File: src/rtl/dsp_bus_ctl_bank.sv
// DSP external-bus strobe decoder driving a bank of latch/pulse control outputs.
// Optional watchdog returns all outputs to RESET_VAL when DSP_BUS_CTL_WDOG_EN is defined.
module dsp_bus_ctl_bank #(
  parameter int unsigned         NUM_CH      = 8,
  parameter int unsigned         AB_W        = 11,
  parameter logic [AB_W-1:0]     BASE_ADDR   = 11'h400,
  parameter logic [NUM_CH-1:0]   MODE_MASK   = 8'hF0,
  parameter logic [NUM_CH-1:0]   RESET_VAL   = 8'h00,
  parameter int unsigned         PULSE_W     = 8,
  parameter logic [PULSE_W-1:0]  PULSE_LEN   = 8'd5,
  parameter logic [15:0]         WDOG_CYCLES = 16'd50000
) (
  input  logic              clkDspIn,
  input  logic              dsp_reset,
  input  logic              we,
  input  logic              re,
  input  logic [AB_W-1:0]   ab,
  output logic [NUM_CH-1:0] ctl_out,
  output logic              evt_hit,
  output logic              wdog_trip
);

  logic            we_buf_q, we_buf2_q, re_buf_q, re_buf2_q;
  logic            we_deb_q, re_deb_q;
  logic            smp_q, we_arm_q, re_arm_q;
  logic [AB_W-1:0] ab_buf_q;
  logic            we_deb, re_deb, wr_evt, rd_evt, hit;
  logic [AB_W-1:0] off, off_q;
  logic            op_wr_q, op_rd_q;

  logic [NUM_CH-1:0]  ctl_q, ctl_d;
  logic               evt_hit_q, evt_hit_d;
  logic [PULSE_W-1:0] cnt_q [NUM_CH];
  logic [PULSE_W-1:0] cnt_d [NUM_CH];
  logic               wd_fire;

  assign we_deb = we_buf_q | we_buf2_q;
  assign re_deb = re_buf_q | re_buf2_q;

  // A strobe held low across reset release must not fire: edges count only
  // once a genuine high sample has been seen after reset.
  assign wr_evt = ~we_deb & we_deb_q & we_arm_q;
  assign rd_evt = ~re_deb & re_deb_q & re_arm_q;

  assign off = ab_buf_q - BASE_ADDR;
  assign hit = (ab_buf_q >= BASE_ADDR) && (off < AB_W'(NUM_CH));

  always_ff @(posedge clkDspIn or negedge dsp_reset) begin
    if (!dsp_reset) begin
      we_buf_q  <= 1'b1;
      we_buf2_q <= 1'b1;
      re_buf_q  <= 1'b1;
      re_buf2_q <= 1'b1;
      we_deb_q  <= 1'b1;
      re_deb_q  <= 1'b1;
      smp_q     <= 1'b0;
      we_arm_q  <= 1'b0;
      re_arm_q  <= 1'b0;
      ab_buf_q  <= '0;
      op_wr_q   <= 1'b0;
      op_rd_q   <= 1'b0;
      off_q     <= '0;
    end else begin
      we_buf_q  <= we;
      we_buf2_q <= we_buf_q;
      re_buf_q  <= re;
      re_buf2_q <= re_buf_q;
      we_deb_q  <= we_deb;
      re_deb_q  <= re_deb;
      smp_q     <= 1'b1;
      we_arm_q  <= we_arm_q | (smp_q & we_buf_q);
      re_arm_q  <= re_arm_q | (smp_q & re_buf_q);
      ab_buf_q  <= ab;
      op_wr_q   <= wr_evt & ~rd_evt & hit;
      op_rd_q   <= rd_evt & ~wr_evt & hit;
      off_q     <= off;
    end
  end

  assign evt_hit_d = op_wr_q | op_rd_q;

  always_comb begin
    ctl_d = ctl_q;
    for (int i = 0; i < NUM_CH; i++) begin
      cnt_d[i] = cnt_q[i];
      if (MODE_MASK[i]) begin
        if (cnt_q[i] != '0) cnt_d[i] = cnt_q[i] - PULSE_W'(1);
        if (op_wr_q && off_q == AB_W'(i))      cnt_d[i] = PULSE_LEN;
        else if (op_rd_q && off_q == AB_W'(i)) cnt_d[i] = '0;
        ctl_d[i] = (cnt_d[i] != '0);
      end else if (op_wr_q && off_q == AB_W'(i)) begin
        ctl_d[i] = 1'b1;
      end else if (op_rd_q && off_q == AB_W'(i)) begin
        ctl_d[i] = 1'b0;
      end
      if (wd_fire) begin
        cnt_d[i] = '0;
        ctl_d[i] = RESET_VAL[i];
      end
    end
  end

  always_ff @(posedge clkDspIn or negedge dsp_reset) begin
    if (!dsp_reset) begin
      ctl_q     <= RESET_VAL;
      evt_hit_q <= 1'b0;
      for (int i = 0; i < NUM_CH; i++) cnt_q[i] <= '0;
    end else begin
      ctl_q     <= ctl_d;
      evt_hit_q <= evt_hit_d;
      for (int i = 0; i < NUM_CH; i++) cnt_q[i] <= cnt_d[i];
    end
  end

  assign ctl_out = ctl_q;
  assign evt_hit = evt_hit_q;

`ifdef DSP_BUS_CTL_WDOG_EN
  logic [15:0] wd_q, wd_d;
  logic        wdog_trip_q;

  // A hit landing on the terminal count wins and restarts the count.
  assign wd_fire = (wd_q == WDOG_CYCLES - 16'd1) && !evt_hit_d;
  assign wd_d    = (evt_hit_d || wd_fire) ? 16'd0 : wd_q + 16'd1;

  always_ff @(posedge clkDspIn or negedge dsp_reset) begin
    if (!dsp_reset) begin
      wd_q        <= 16'd0;
      wdog_trip_q <= 1'b0;
    end else begin
      wd_q        <= wd_d;
      wdog_trip_q <= wd_fire;
    end
  end

  assign wdog_trip = wdog_trip_q;
`else
  assign wd_fire   = 1'b0;
  assign wdog_trip = 1'b0 & (|WDOG_CYCLES);
`endif

endmodule

File: config.mk
export PLATFORM = sky130hd
export DESIGN_NAME = dsp_bus_ctl_bank
export DESIGN_NICKNAME = d
export VERILOG_FILES = /design/src/rtl/dsp_bus_ctl_bank.sv
export SDC_FILE = /design/constraint.sdc
export NUM_CORES = 1
export LEC_CHECK = 0
export ABC_AREA = 1
export ABC_CLOCK_PERIOD_IN_PS = 2000
export BUFFER_PORTS_ARGS = -buffer_cell sky130_fd_sc_hd__buf_2
export CORE_AREA = 2 2 80 101
export DETAILED_ROUTE_END_ITERATION = 10
export DIE_AREA = 0 0 82 103
export PLACE_DENSITY = 0.72
export SYNTH_ARGS = -nofsm -noshare
export SYNTH_HDL_FRONTEND = slang
export SYNTH_SLANG_ARGS = --single-unit
File: constraint.sdc
create_clock -name clkDspIn -period 2 [get_ports clkDspIn]
set_input_delay 0.2 -clock clkDspIn [delete_from_list [all_inputs] [get_ports clkDspIn]]
set_output_delay 0.2 -clock clkDspIn [all_outputs]
set_load 0.005 [all_outputs]
* Word-level counts from Yosys, hierarchy flattened
Cells that the tools add are included.
** Storage, ports and cells
- Output and inout port bits :: 10
- Input port bits :: 15
- Register bits :: 74
** Operators by class
- $add $sub $neg :: 5
- Muxes and demuxes :: 20
- Magnitude comparators :: 2
- Reduce and logical (&&, ||, !) cells :: 30
- Bitwise logic cells :: 19
- Equality and inequality tests :: 7
** Operators by type and width (count)
- two-way mux 8 bit :: 12
- nonzero test 8 bit :: 8
- equality test 11 x 3 -> 1 bit (second input constant) :: 4
- subtractor 8 x 1 -> 8 bit (second input constant) :: 4
- equality test 11 x 2 -> 1 bit (second input constant) :: 2
- logical AND 1 bit :: 17
- equality test 11 x 1 -> 1 bit (second input constant) :: 1
- greater-or-equal comparator 11 bit (second input constant) :: 1
- zero test 11 bit :: 1
- less-than comparator 11 x 4 -> 1 bit (second input constant) :: 1
- subtractor 11 bit (second input constant) :: 1
- AND 1 bit :: 10
- two-way mux 1 bit :: 8
- nonzero test 2 bit :: 4
- bitwise OR 1 bit :: 5
- inverter 1 bit :: 4

* Depth between registers and ports, before layout
- Word-level depth :: 7
- Mapped depth :: 11

* Worst setup path after synthesis
Ideal clock, no wire load.
- Kind :: reg2reg
- From :: register cnt_q[24] (netlist name)
- To :: register ctl_q[4], in the netlist ctl_out[4]
- Data required time :: 1874 ps
- Cell stages (with the launch flop) :: 10
- Arrival time :: 1278 ps
- Setup time :: 126 ps
- Clock period less this slack :: 1404 ps
- Path slack :: 596 ps
- Cell sequence :: dfrtp_1 > inv_1 > ha_1 > nand3_1 > nor2_2 > inv_1 > nand2_2 > nor2_1 > nor2_1 > nand3_1
** RTL lines
- from (decl) :: RTL line 33 : logic [PULSE_W-1:0] cnt_q [NUM_CH];
- to (signal assigned) :: RTL line 109 : ctl_q <= ctl_d;
- to (decl) :: RTL line 31 : logic [NUM_CH-1:0] ctl_q, ctl_d;

* Worst setup path in the final report
- From :: register cnt_q[24] (netlist name)
- To :: register ctl_q[4], in the netlist ctl_out[4]
** On the way
- Word-level cells in the longest chain between the ends :: 5
** RTL lines
- subtractor 8 x 1 -> 8 bit or nonzero test 8 bit (tied branches) :: RTL line 87 : if (cnt_q[i] != '0) cnt_d[i] = cnt_q[i] - PULSE_W'(1);
- two-way mux 8 bit (*) :: RTL line 87
- two-way mux 8 bit (*) :: RTL line 89 : else if (op_rd_q && off_q == AB_W'(i)) cnt_d[i] = '0;
- two-way mux 8 bit (*) :: RTL line 88 : if (op_wr_q && off_q == AB_W'(i)) cnt_d[i] = PULSE_LEN;
- nonzero test 8 bit (*) :: RTL line 90 : ctl_d[i] = (cnt_d[i] != '0);
- named net ctl_d[4] :: RTL line 31
Mark *: on every way through the listed nets, which the timed path passes. The rest lies on a longest branch.
A chain may end at the register's enable or synchronous reset.

==> run metrics <==
Fmax achieved around 630 MHz; dpl cells roughly 540; Crit Path Max Fanout 6; Fill cells just under 700; worst r2r path cells 9; Post-Syn Nets 448; fin crit period around 1.6 ns; first-pass GRT wire length between 10000 and 15000 µm; RR Endpoint ctl_out[4]; largest net degree at the start of global routing 28; Starting Density 0.4678; HPWL after DPL approximately 4800 µm; final setup fails 0; Switching Fraction 0.4104; Worst-path clk slew about 0.08 ns; maximum vdd drop 0.7047 mV; Vias about 2800; CTS tree done; CP Cell Sequence inv_1 -> ha_1 -> nand3_1 -> nor2_2 -> a21oi_1 -> nand2_1 -> nand2_1 -> nor2_1 -> nand3_1; EDFF count, synth 0; Main synth FF type dfrtp_1; synth unique cells 29; CP peak stage delay between 0.3 and 0.4 ns; Root Buffer clkbuf_8; combinational power share 0.392; total CTS buffers 9; fraction of layout cells with a size suffix above 1 0.1461; Die W roughly 80 µm; final period utilization 0.7914; Hold Path Class reg2reg; die area 8446 µm²; Psw 0.002138 W; Synth Register Bits 74; IO Count 25; Final nets between 400 and 500; hold path startpoint ab_buf_q[1]; max_cap viols 0; Hold Crit Depth 0; DR iter-0 viols 131; Worst slew margin 0.6185; DRT antenna net count 0; Area growth syn-to-layout 16.19%; initial antenna violation count 0; Lkg Pwr 2.161 nW; pins over their slew limit 0; internal power between 0.003 and 0.004 W; Fin Setup TNS 0 ns; reg-to-reg slack, setup between 0.4 and 0.5 ns; H-tree Lvls 3; Worst Setup Start Kind flop; worst path required time ~2.2 ns; Syn Std Cell Area around 3500 µm²; Final Hold Violating Endpoints 0; worst skew pair latency between 0.3 and 0.4 ns; mean routed wirelength per cell ~11 µm; total track usage 0.1758; Clock Power Share 0.196; Hold Path Sink off_q[1]; Setup CP Type reg2reg; Finished Layout Cells 574; commonest non-fill, non-tap cells in the layout nand2_1, inv_1, dfrtp_1; Sinks on Clock Net 74; CP max-delay cell dfrtp_1; Worst-Margin Slew between 0.5 and 0.6 ns; via/cell ratio around 4.8; clock skew 0.007394 ns; maximum clock path buffer count 2; DRT Pass-1 Iters 4; RSZ-0062 raised after global routing no; commonest non-fill, non-tap cell in the layout nand2_1; Post-Synthesis Cells about 430; Worst setup EP type flop; fraction of registers with async set/reset 1.000; GPL Wtd Cong roughly 0.9; Die Span Y roughly 100 µm; Inserted Diodes 0; cell row count 36; outcome complete, no violations; number of global-route vias before repair 2791; total gr overflow 0; Routed Wire Length between 6000 and 7000 µm; CP arrival about 1.8 ns; core area 7567 µm²; post-synthesis sequential area ratio 0.5253; sequential share of power 0.413; Buffers on Ports 23; DRC violations left 0; total power per unit cell area about 1300 nW/µm²; Worst Setup SP cnt_q[24]; R2R Path Start cnt_q[24]; average cell area after synthesis about 8.3 µm²; Syn. warnings 0
-- layout make-up --
type / count / area (µm²) / area share
multi-input cells: 274 / 1388 / 0.3374
well taps: 95 / 118.9 / 0.02890
clock buffers: 9 / 123.9 / 0.03012
inverters: 76 / 285.3 / 0.06936
repair buffers: 39 / 282.8 / 0.06876
flip-flops and latches: 74 / 1859 / 0.4521
clock inverters: 7 / 55.05 / 0.01339
-- what timing repair did --
item	4_1_cts	5_1_grt
resized for setup	0	0
buffers inserted	0	0
hold buffers	14	0
endpoints found under the hold margin	34	0
-- sequential cells by signal (all words and copies together), names as in the netlist, 8 cells and up --
| name | flops |
|---|---|
| ctl_out | 8 |
| ab_buf_q | 11 |
| cnt_q | 32 |
| off_q | 11 |
-- power groups by stage --
stage,sequential (W),combinational (W),clock (W)
floorplan,0.00211,0.00161,0
global placement,0.00217,0.00196,0
detailed placement,0.00218,0.00202,0
CTS,0.00215,0.00205,0.00105
global route,0.00221,0.00241,0.00113
finish,0.00215,0.00204,0.00102
-- per-layer routing --
metal	part of all wire	global-route usage	vias up
met3	0.032	0.04378	8
met4	0.0095	0.06282	0
met5	0	0	-
li1	-	-	1429
met1	0.44	0.2109	1279
met2	0.52	0.3046	39
-- worst max-delay path: cells and delay by family, from the launching register on --
family,cells,cell delay [ns]
simple gates,6,0.72
flops,1,0.38
fa+ha+maj,1,0.16
buf+inv,1,0.14
compound gates,1,0.06
-- worst max path at each step --
stage                      end  slack (ns)  cells past startpoint
finish              ctl_out[4]        0.42                      9
global route        ctl_out[4]        0.21                      9
CTS                 ctl_out[4]        0.40                      9
detailed placement  ctl_out[4]        0.43                      9
global placement    ctl_out[4]        0.42                      9
floorplan           ctl_out[4]        0.60                      9
-- stage by stage --
stage	worst slack (ns)	util	total power [W]	instance area, µm²	hold WS, ns
floorplan	0.5958	-	0.003718	3540	-0.09559
global placement	0.4248	0.5013	0.004126	3794	0.2233
detailed placement	0.4258	0.5013	0.004193	3794	0.2283
CTS	0.4021	0.5435	0.005252	4113	0.3542
global route	0.2117	0.5435	0.005750	4113	0.3690
finish	0.4172	0.5435	0.005209	4113	0.3509
-- cells in the mapped netlist (5+ instances only) --
library cell    n  area share
nor2_1         43       0.046
a21oi_1         6      0.0085
nor3_1          5      0.0071
nor2_2          8       0.014
inv_1          75       0.080
nand4_1         8       0.014
nand2_2         5      0.0088
dfstp_2         6       0.045
nand2_1       109        0.12
ha_1            8       0.028
nand3_1        38       0.054
o21bai_1        5       0.011
o21ai_0        16       0.023
dfrtp_1        68        0.48
-- cells by family after synthesis --
| family | synth area share |
|---|---|
| AND/OR/NAND/NOR | 0.3001 |
| buffers and inverters | 0.08271 |
| flip-flops | 0.5253 |
| AO/OA/AOI/OAI | 0.04666 |
| adder cells (fa/ha/maj) | 0.02828 |
| XOR/XNOR | 0.01485 |
| other | 0.002122 |
Power figures use the tool's default switching activity.
